--- src/rtl/adc_spi_master.sv ---
// adc_spi_master: SPI mode (0,0) master for an MCP3002-style 10-bit ADC.
// Starts one conversion frame every SAMPLE_PERIOD clocks while enabled,
// sends the start/mode/channel command on dout_o and shifts the result in
// from din_i. Each captured sample is presented on sample_o with a
// one-cycle sample_valid_o strobe.
// Optional build macro: ADC_AVG_EN -- when defined, sample_o is the
// truncated mean of the last four raw captures instead of the raw value.
module adc_spi_master #(
    parameter int CLK_DIV       = 8,
    parameter int FRAME_BITS    = 16,
    parameter int SAMPLE_BITS   = 10,
    parameter int SAMPLE_PERIOD = 1024
) (
    input  logic                   clk_i,
    input  logic                   reset_i,
    input  logic                   en_i,
    input  logic                   channel_i,
    input  logic                   din_i,
    output logic                   sclk_o,
    output logic                   dout_o,
    output logic                   ncs_o,
    output logic [SAMPLE_BITS-1:0] sample_o,
    output logic                   sample_valid_o,
    output logic                   busy_o
);

    localparam int CW = $clog2(CLK_DIV);
    localparam int KW = $clog2(FRAME_BITS);
    localparam int PW = $clog2(SAMPLE_PERIOD);

    localparam logic [CW-1:0] CNT_MAX      = CW'(CLK_DIV - 1);
    localparam logic [KW-1:0] K_LAST       = KW'(FRAME_BITS - 1);
    localparam logic [KW-1:0] K_FIRST_DATA = KW'(FRAME_BITS - SAMPLE_BITS);
    localparam logic [PW-1:0] PCNT_MAX     = PW'(SAMPLE_PERIOD - 1);

    localparam logic [1:0] ST_IDLE  = 2'd0;
    localparam logic [1:0] ST_SETUP = 2'd1;
    localparam logic [1:0] ST_XFER  = 2'd2;
    localparam logic [1:0] ST_DONE  = 2'd3;

    // Parameter sanity: a frame plus its turnaround must fit in one period.
    if (CLK_DIV < 2) begin : g_bad_div
        $error("adc_spi_master: CLK_DIV must be at least 2");
    end
    if (SAMPLE_BITS > FRAME_BITS - 5) begin : g_bad_bits
        $error("adc_spi_master: SAMPLE_BITS must not exceed FRAME_BITS-5");
    end
    if (SAMPLE_PERIOD <= (2 * FRAME_BITS + 1) * CLK_DIV + 2) begin : g_bad_period
        $error("adc_spi_master: SAMPLE_PERIOD too short for one frame");
    end

    // Command bit driven during sclk period k: start, single-ended, channel,
    // MSB-first, then zeros while the ADC returns its result.
    function automatic logic cmd_bit(input logic [KW-1:0] k, input logic ch);
        case (k)
            KW'(0), KW'(1), KW'(3): cmd_bit = 1'b1;
            KW'(2):                 cmd_bit = ch;
            default:                cmd_bit = 1'b0;
        endcase
    endfunction

    logic [1:0]             state_q, state_d;
    logic [PW-1:0]          pcnt_q, pcnt_d;
    logic [CW-1:0]          cnt_q, cnt_d;
    logic [KW-1:0]          k_q, k_d;
    logic                   high_q, high_d;
    logic                   ch_q, ch_d;
    logic                   sclk_q, sclk_d;
    logic                   dout_q, dout_d;
    logic                   ncs_q, ncs_d;
    logic                   busy_q, busy_d;
    logic                   valid_q, valid_d;
    logic [SAMPLE_BITS-1:0] shift_q, shift_d;
    logic [SAMPLE_BITS-1:0] sample_q, sample_d;
    logic [SAMPLE_BITS-1:0] result;

`ifdef ADC_AVG_EN
    localparam int SW = SAMPLE_BITS + 2;
    logic [SAMPLE_BITS-1:0] hist1_q, hist1_d;
    logic [SAMPLE_BITS-1:0] hist2_q, hist2_d;
    logic [SAMPLE_BITS-1:0] hist3_q, hist3_d;
    logic [SW-1:0]          avg_sum;

    // Mean of the frame just captured and the three before it.
    always_comb begin
        avg_sum = SW'(shift_q) + SW'(hist1_q) + SW'(hist2_q) + SW'(hist3_q);
        result  = avg_sum[SW-1:2];
    end
`else
    assign result = shift_q;
`endif

    // Next-state logic: period counter plus the IDLE/SETUP/XFER/DONE frame FSM.
    always_comb begin
        // NOTE: every _d gets a default first so no path leaves it unassigned
        // (an unassigned path would infer a latch).
        state_d  = state_q;
        cnt_d    = cnt_q;
        k_d      = k_q;
        high_d   = high_q;
        ch_d     = ch_q;
        sclk_d   = sclk_q;
        dout_d   = dout_q;
        ncs_d    = ncs_q;
        busy_d   = busy_q;
        valid_d  = 1'b0;
        shift_d  = shift_q;
        sample_d = sample_q;
`ifdef ADC_AVG_EN
        hist1_d  = hist1_q;
        hist2_d  = hist2_q;
        hist3_d  = hist3_q;
`endif

        // Free-running period counter, parked at zero while disabled.
        if (!en_i) begin
            pcnt_d = '0;
        end else if (pcnt_q == PCNT_MAX) begin
            pcnt_d = '0;
        end else begin
            pcnt_d = pcnt_q + PW'(1);
        end

        case (state_q)
            ST_IDLE: begin
                if (en_i && pcnt_q == '0) begin
                    state_d = ST_SETUP;
                    ncs_d   = 1'b0;
                    busy_d  = 1'b1;
                    ch_d    = channel_i;
                    dout_d  = 1'b1;
                    cnt_d   = '0;
                end
            end
            ST_SETUP: begin
                // Chip-select setup time before the first sclk edge.
                if (cnt_q == CNT_MAX) begin
                    state_d = ST_XFER;
                    cnt_d   = '0;
                    k_d     = '0;
                    high_d  = 1'b0;
                    dout_d  = cmd_bit('0, ch_q);
                end else begin
                    cnt_d = cnt_q + CW'(1);
                end
            end
            ST_XFER: begin
                if (cnt_q != CNT_MAX) begin
                    cnt_d = cnt_q + CW'(1);
                end else begin
                    cnt_d = '0;
                    if (!high_q) begin
                        // Rising sclk: ADC data is stable, capture result bits.
                        high_d = 1'b1;
                        sclk_d = 1'b1;
                        if (k_q >= K_FIRST_DATA) begin
                            shift_d = {shift_q[SAMPLE_BITS-2:0], din_i};
                        end
                    end else begin
                        // Falling sclk: move to the next bit and its command.
                        high_d = 1'b0;
                        sclk_d = 1'b0;
                        if (k_q == K_LAST) begin
                            state_d = ST_DONE;
                        end else begin
                            k_d    = k_q + KW'(1);
                            dout_d = cmd_bit(k_q + KW'(1), ch_q);
                        end
                    end
                end
            end
            ST_DONE: begin
                state_d  = ST_IDLE;
                ncs_d    = 1'b1;
                busy_d   = 1'b0;
                dout_d   = 1'b0;
                valid_d  = 1'b1;
                sample_d = result;
`ifdef ADC_AVG_EN
                hist1_d  = shift_q;
                hist2_d  = hist1_q;
                hist3_d  = hist2_q;
`endif
            end
            default: begin
                state_d = ST_IDLE;
            end
        endcase
    end

    // State registers; reset takes effect immediately, aborting any frame.
    always_ff @(posedge clk_i or posedge reset_i) begin
        if (reset_i) begin
            state_q  <= ST_IDLE;
            pcnt_q   <= '0;
            cnt_q    <= '0;
            k_q      <= '0;
            high_q   <= 1'b0;
            ch_q     <= 1'b0;
            sclk_q   <= 1'b0;
            dout_q   <= 1'b0;
            ncs_q    <= 1'b1;
            busy_q   <= 1'b0;
            valid_q  <= 1'b0;
            shift_q  <= '0;
            sample_q <= '0;
`ifdef ADC_AVG_EN
            // NOTE: the history is reset on purpose -- the first averages
            // after reset are defined to include zeros.
            hist1_q  <= '0;
            hist2_q  <= '0;
            hist3_q  <= '0;
`endif
        end else begin
            // NOTE: non-blocking so every register samples pre-edge values.
            state_q  <= state_d;
            pcnt_q   <= pcnt_d;
            cnt_q    <= cnt_d;
            k_q      <= k_d;
            high_q   <= high_d;
            ch_q     <= ch_d;
            sclk_q   <= sclk_d;
            dout_q   <= dout_d;
            ncs_q    <= ncs_d;
            busy_q   <= busy_d;
            valid_q  <= valid_d;
            shift_q  <= shift_d;
            sample_q <= sample_d;
`ifdef ADC_AVG_EN
            hist1_q  <= hist1_d;
            hist2_q  <= hist2_d;
            hist3_q  <= hist3_d;
`endif
        end
    end

    assign sclk_o         = sclk_q;
    assign dout_o         = dout_q;
    assign ncs_o          = ncs_q;
    assign busy_o         = busy_q;
    assign sample_valid_o = valid_q;
    assign sample_o       = sample_q;

endmodule
--- config.mk ---
export PLATFORM = sky130hd
export DESIGN_NAME = adc_spi_master
export DESIGN_NICKNAME = d
export VERILOG_FILES = /design/src/rtl/adc_spi_master.sv
export SDC_FILE = /design/constraint.sdc
export NUM_CORES = 1
export LEC_CHECK = 0
export BUFFER_PORTS_ARGS = -buffer_cell sky130_fd_sc_hd__buf_4
export CAP_MARGIN = 40
export CORE_MARGIN = 4
export CORE_UTILIZATION = 65
export CTS_BUF_LIST = sky130_fd_sc_hd__clkbuf_4 sky130_fd_sc_hd__clkbuf_8
export DETAILED_ROUTE_END_ITERATION = 7
export PLACE_DENSITY = 0.87
export SKIP_LAST_GASP = 1
export SLEW_MARGIN = 20
export SYNTH_ARGS = -nofsm -noshare
export SYNTH_HDL_FRONTEND = slang
export SYNTH_SLANG_ARGS = --single-unit
export TNS_END_PERCENT = 10
--- constraint.sdc ---
create_clock -name clk_i -period 5.1 [get_ports clk_i]
set_input_delay 0.255 -clock clk_i [delete_from_list [all_inputs] [get_ports clk_i]]
set_output_delay 0.255 -clock clk_i [all_outputs]
set_load 0.01 [all_outputs]
==> impl_metrics.ini <==
[place]
place_inst = 244
pre_cts_ws_ns = 3.06
gp_congestion = 0.916
io_buffer_count = 19
dp_hpwl_mm = 3.03

[clock_tree]
cts_htree_levels = 2
cts_resized = 0
post_cts_buffers = 0
numCtsBuffers = 5
clkSinkCount = 46
cts_tree = yes
hold_buffers = 0
clock_latency_ns = 0.36
clock_tree.root_cell = clkbuf_4
clkSlewWorstSetupHoldPaths_ns = 0.12
cts.path.max_buffers = 2

[global_route]
grt_remaining_overflow = 0
grt_pass1_wl_mm = 7.09
grt_max_degree = 47
grt_usage_pct = 21.6
grt_pass1_vias = 1525
antenna_found_initial = 0

[die]
boundaryPins = 20
num_rows = 20
die_area_um2 = 4420
core_um2 = 3150
die_h_um = 66.5
die_width_um = 66.5
initial_core_util_pct = 70.5

[finish]
area_growth_pct = 12.3
final_cell_mix = dfrtp_1 (45), mux2_2 (23), buf_4 (20), inv_1 (15), ha_1 (14)
final_util_pct = 79.1
final_nets = 226
final_common_cell = dfrtp_1
drive_gt1_share_pct = 28.4
antenna_cells = 0
final_cell_count_no_fill = 252

[run_status]
outcome = completed

[power_and_ir_drop]
switching_share_pct = 31.3
switchingPower_mw = 0.298
peakVddDrop_v = 0.000262
cellPowerDensity_nw_per_um2 = 382
p_comb_share_pct = 30.4
power_leakage_nw = 1.21
clockPowerShare_pct = 23.1
intPower_mw = 0.655
sequentialPowerShare_pct = 46.5

[sta]
max_freq_mhz = 484
holdWs_ns = 0.0160
max_slew_margin_pct = 55.1
layout_min_cycle_time_ns = 2.07
hold_viol = 0
setup_violations = 0
post-route-period-util_pct = 40.5
setup_ws_ns = 3.03
final-max-slew-violation-count = 0
grt_setup_unrepaired = false
tightest_slew_ns = 0.674
finalClockSkew_ns = 0.00550
setup_tns_ns = 0

[setup_path]
slowest_delay_ns = 0.43
startpoint_type = flip-flop
crit_path_max_fanout = 13
cp.required_ns = 5.36
cp_cell_sequence = inv_1, ha_1, nor2_1, o2bb2ai_1, a211oi_1, mux2_2
cp.arrival_ns = 2.33
cp_slowest_cell = dfrtp_1
endpoint_kind = flip-flop
critical_path_class = flip-flop to flip-flop

[yosys]
syn-instance-count = 184
syn_avg_cell_area_um2 = 12.1
ys_types = 39
synth.ff_latch_count = 46
synth.net_count = 203
synth-edff-count = 0
yosys_warnings = 0
synth_seq_area_share_pct = 51.9
syn_area_um2 = 2220
synth_ff_type = dfrtp_1
synthArstFlopShare_pct = 100

[route]
postRouteAntennaNets = 0
vias = 1449
drtIter0Drc = 86
vias_per_cell = 5.75
wl_per_cell_um = 16.2
wirelength_mm = 4.08
firstDrtPassIters = 4
route.detailed.drc = 0

[run]
drv_cap = 0

[worst_hold_path]
hp-class = input pin to asynchronous set/reset pin
-- per-stage QoR --
stage	total power [mW]	cell area, um^2
after floorplan	0.651	2220
after global placement	0.714	2410
after detailed placement	0.738	2410
after CTS	0.962	2490
after global routing	1.01	2490
final	0.952	2490
-- cell usage after synthesis (all sizes together) (2+ instances only) --
| library cell | n | share of area [%] |
|---|---|---|
| a21oi | 3 | 0.68 |
| ha | 14 | 7.9 |
| a22o | 7 | 2.8 |
| clkbuf | 3 | 0.51 |
| mux2 | 23 | 12 |
| xor2 | 2 | 0.79 |
| a21o | 2 | 0.68 |
| o21a | 2 | 0.68 |
| a211oi | 2 | 0.90 |
| dfrtp | 45 | 51 |
| and2 | 2 | 0.56 |
| inv | 16 | 2.7 |
| nand2 | 5 | 0.84 |
| xnor2 | 6 | 2.4 |
| nand3 | 7 | 1.6 |
| nor4b | 2 | 1.7 |
| o31ai | 4 | 1.4 |
| nand4 | 2 | 0.56 |
| or3 | 2 | 0.56 |
| o21ai | 9 | 2.2 |
| nor2 | 11 | 1.9 |
-- state kept, by name, indices dropped and copies added, names as in the netlist --
signal,cells
ncs_o,1
sample_valid_o,1
high_q,1
dout_o,1
result,10
busy_o,1
sclk_o,1
ch_q,1
sample_o,10
cnt_q,3
pcnt_q,10
k_q,4
state_q,2
-- routing by layer --
layer	track usage (%)	vias up	share of wire [%]
met5	0	-	0
met4	8.88	0	2.2
met3	5.90	7	4.0
met2	36.1	33	51
met1	26.4	713	42
li1	-	696	-
-- layout make-up --
type | count | area, um^2
Clock inverter | 2 | 37.5
Tap cell | 44 | 55.1
Multi-Input combinational cell | 118 | 995
Fill cell | 208 | 658
Sequential cell | 46 | 1150
Clock buffer | 6 | 45.0
Timing Repair Buffer | 20 | 150
Inverter | 16 | 60.1
-- kinds of logic after synthesis --
kind of cell | share of synthesized area [%]
simple gates | 9.68
flops | 51.9
xor+xnor | 3.15
fa+ha+maj | 7.88
buf+inv | 3.38
compound gates | 12.4
mux | 11.7
-- power groups by stage --
stage          logic (mW)  registers [mW]  clock network, mW
2_1_floorplan       0.203           0.449                  0
3_3_place_gp        0.270           0.444                  0
3_5_place_dp        0.289           0.449                  0
4_1_cts             0.292           0.442              0.228
5_1_grt             0.317           0.448              0.242
6_report            0.289           0.443              0.220
-- critical path, delay by kind of cell (launching register included) --
| kind | cells | cell delay [ns] |
|---|---|---|
| AOI/OAI and AO/OA | 2 | 0.45 |
| adders and majority gates | 1 | 0.36 |
| buffers and inverters | 1 | 0.11 |
| DFF | 1 | 0.43 |
| muxes | 1 | 0.37 |
| and+or+nand+nor | 1 | 0.24 |
-- worst paths after layout --
check | cells past startpoint | to | from | slack (ns)
max in group asynchronous | 3 | cnt_q[0] | reset_i | 4.71
max reg2reg | 6 | dout_o | state_q[0] | 3.03
min | 3 | sample_o[0] | reset_i | 0.02
max | 6 | dout_o | state_q[0] | 3.03
min reg2reg | 2 | ncs_o | ncs_o | 0.49
min in group clk_i | 2 | result[0] | din_i | 0.12
No activity file was read; power rests on OpenSTA's default activity.
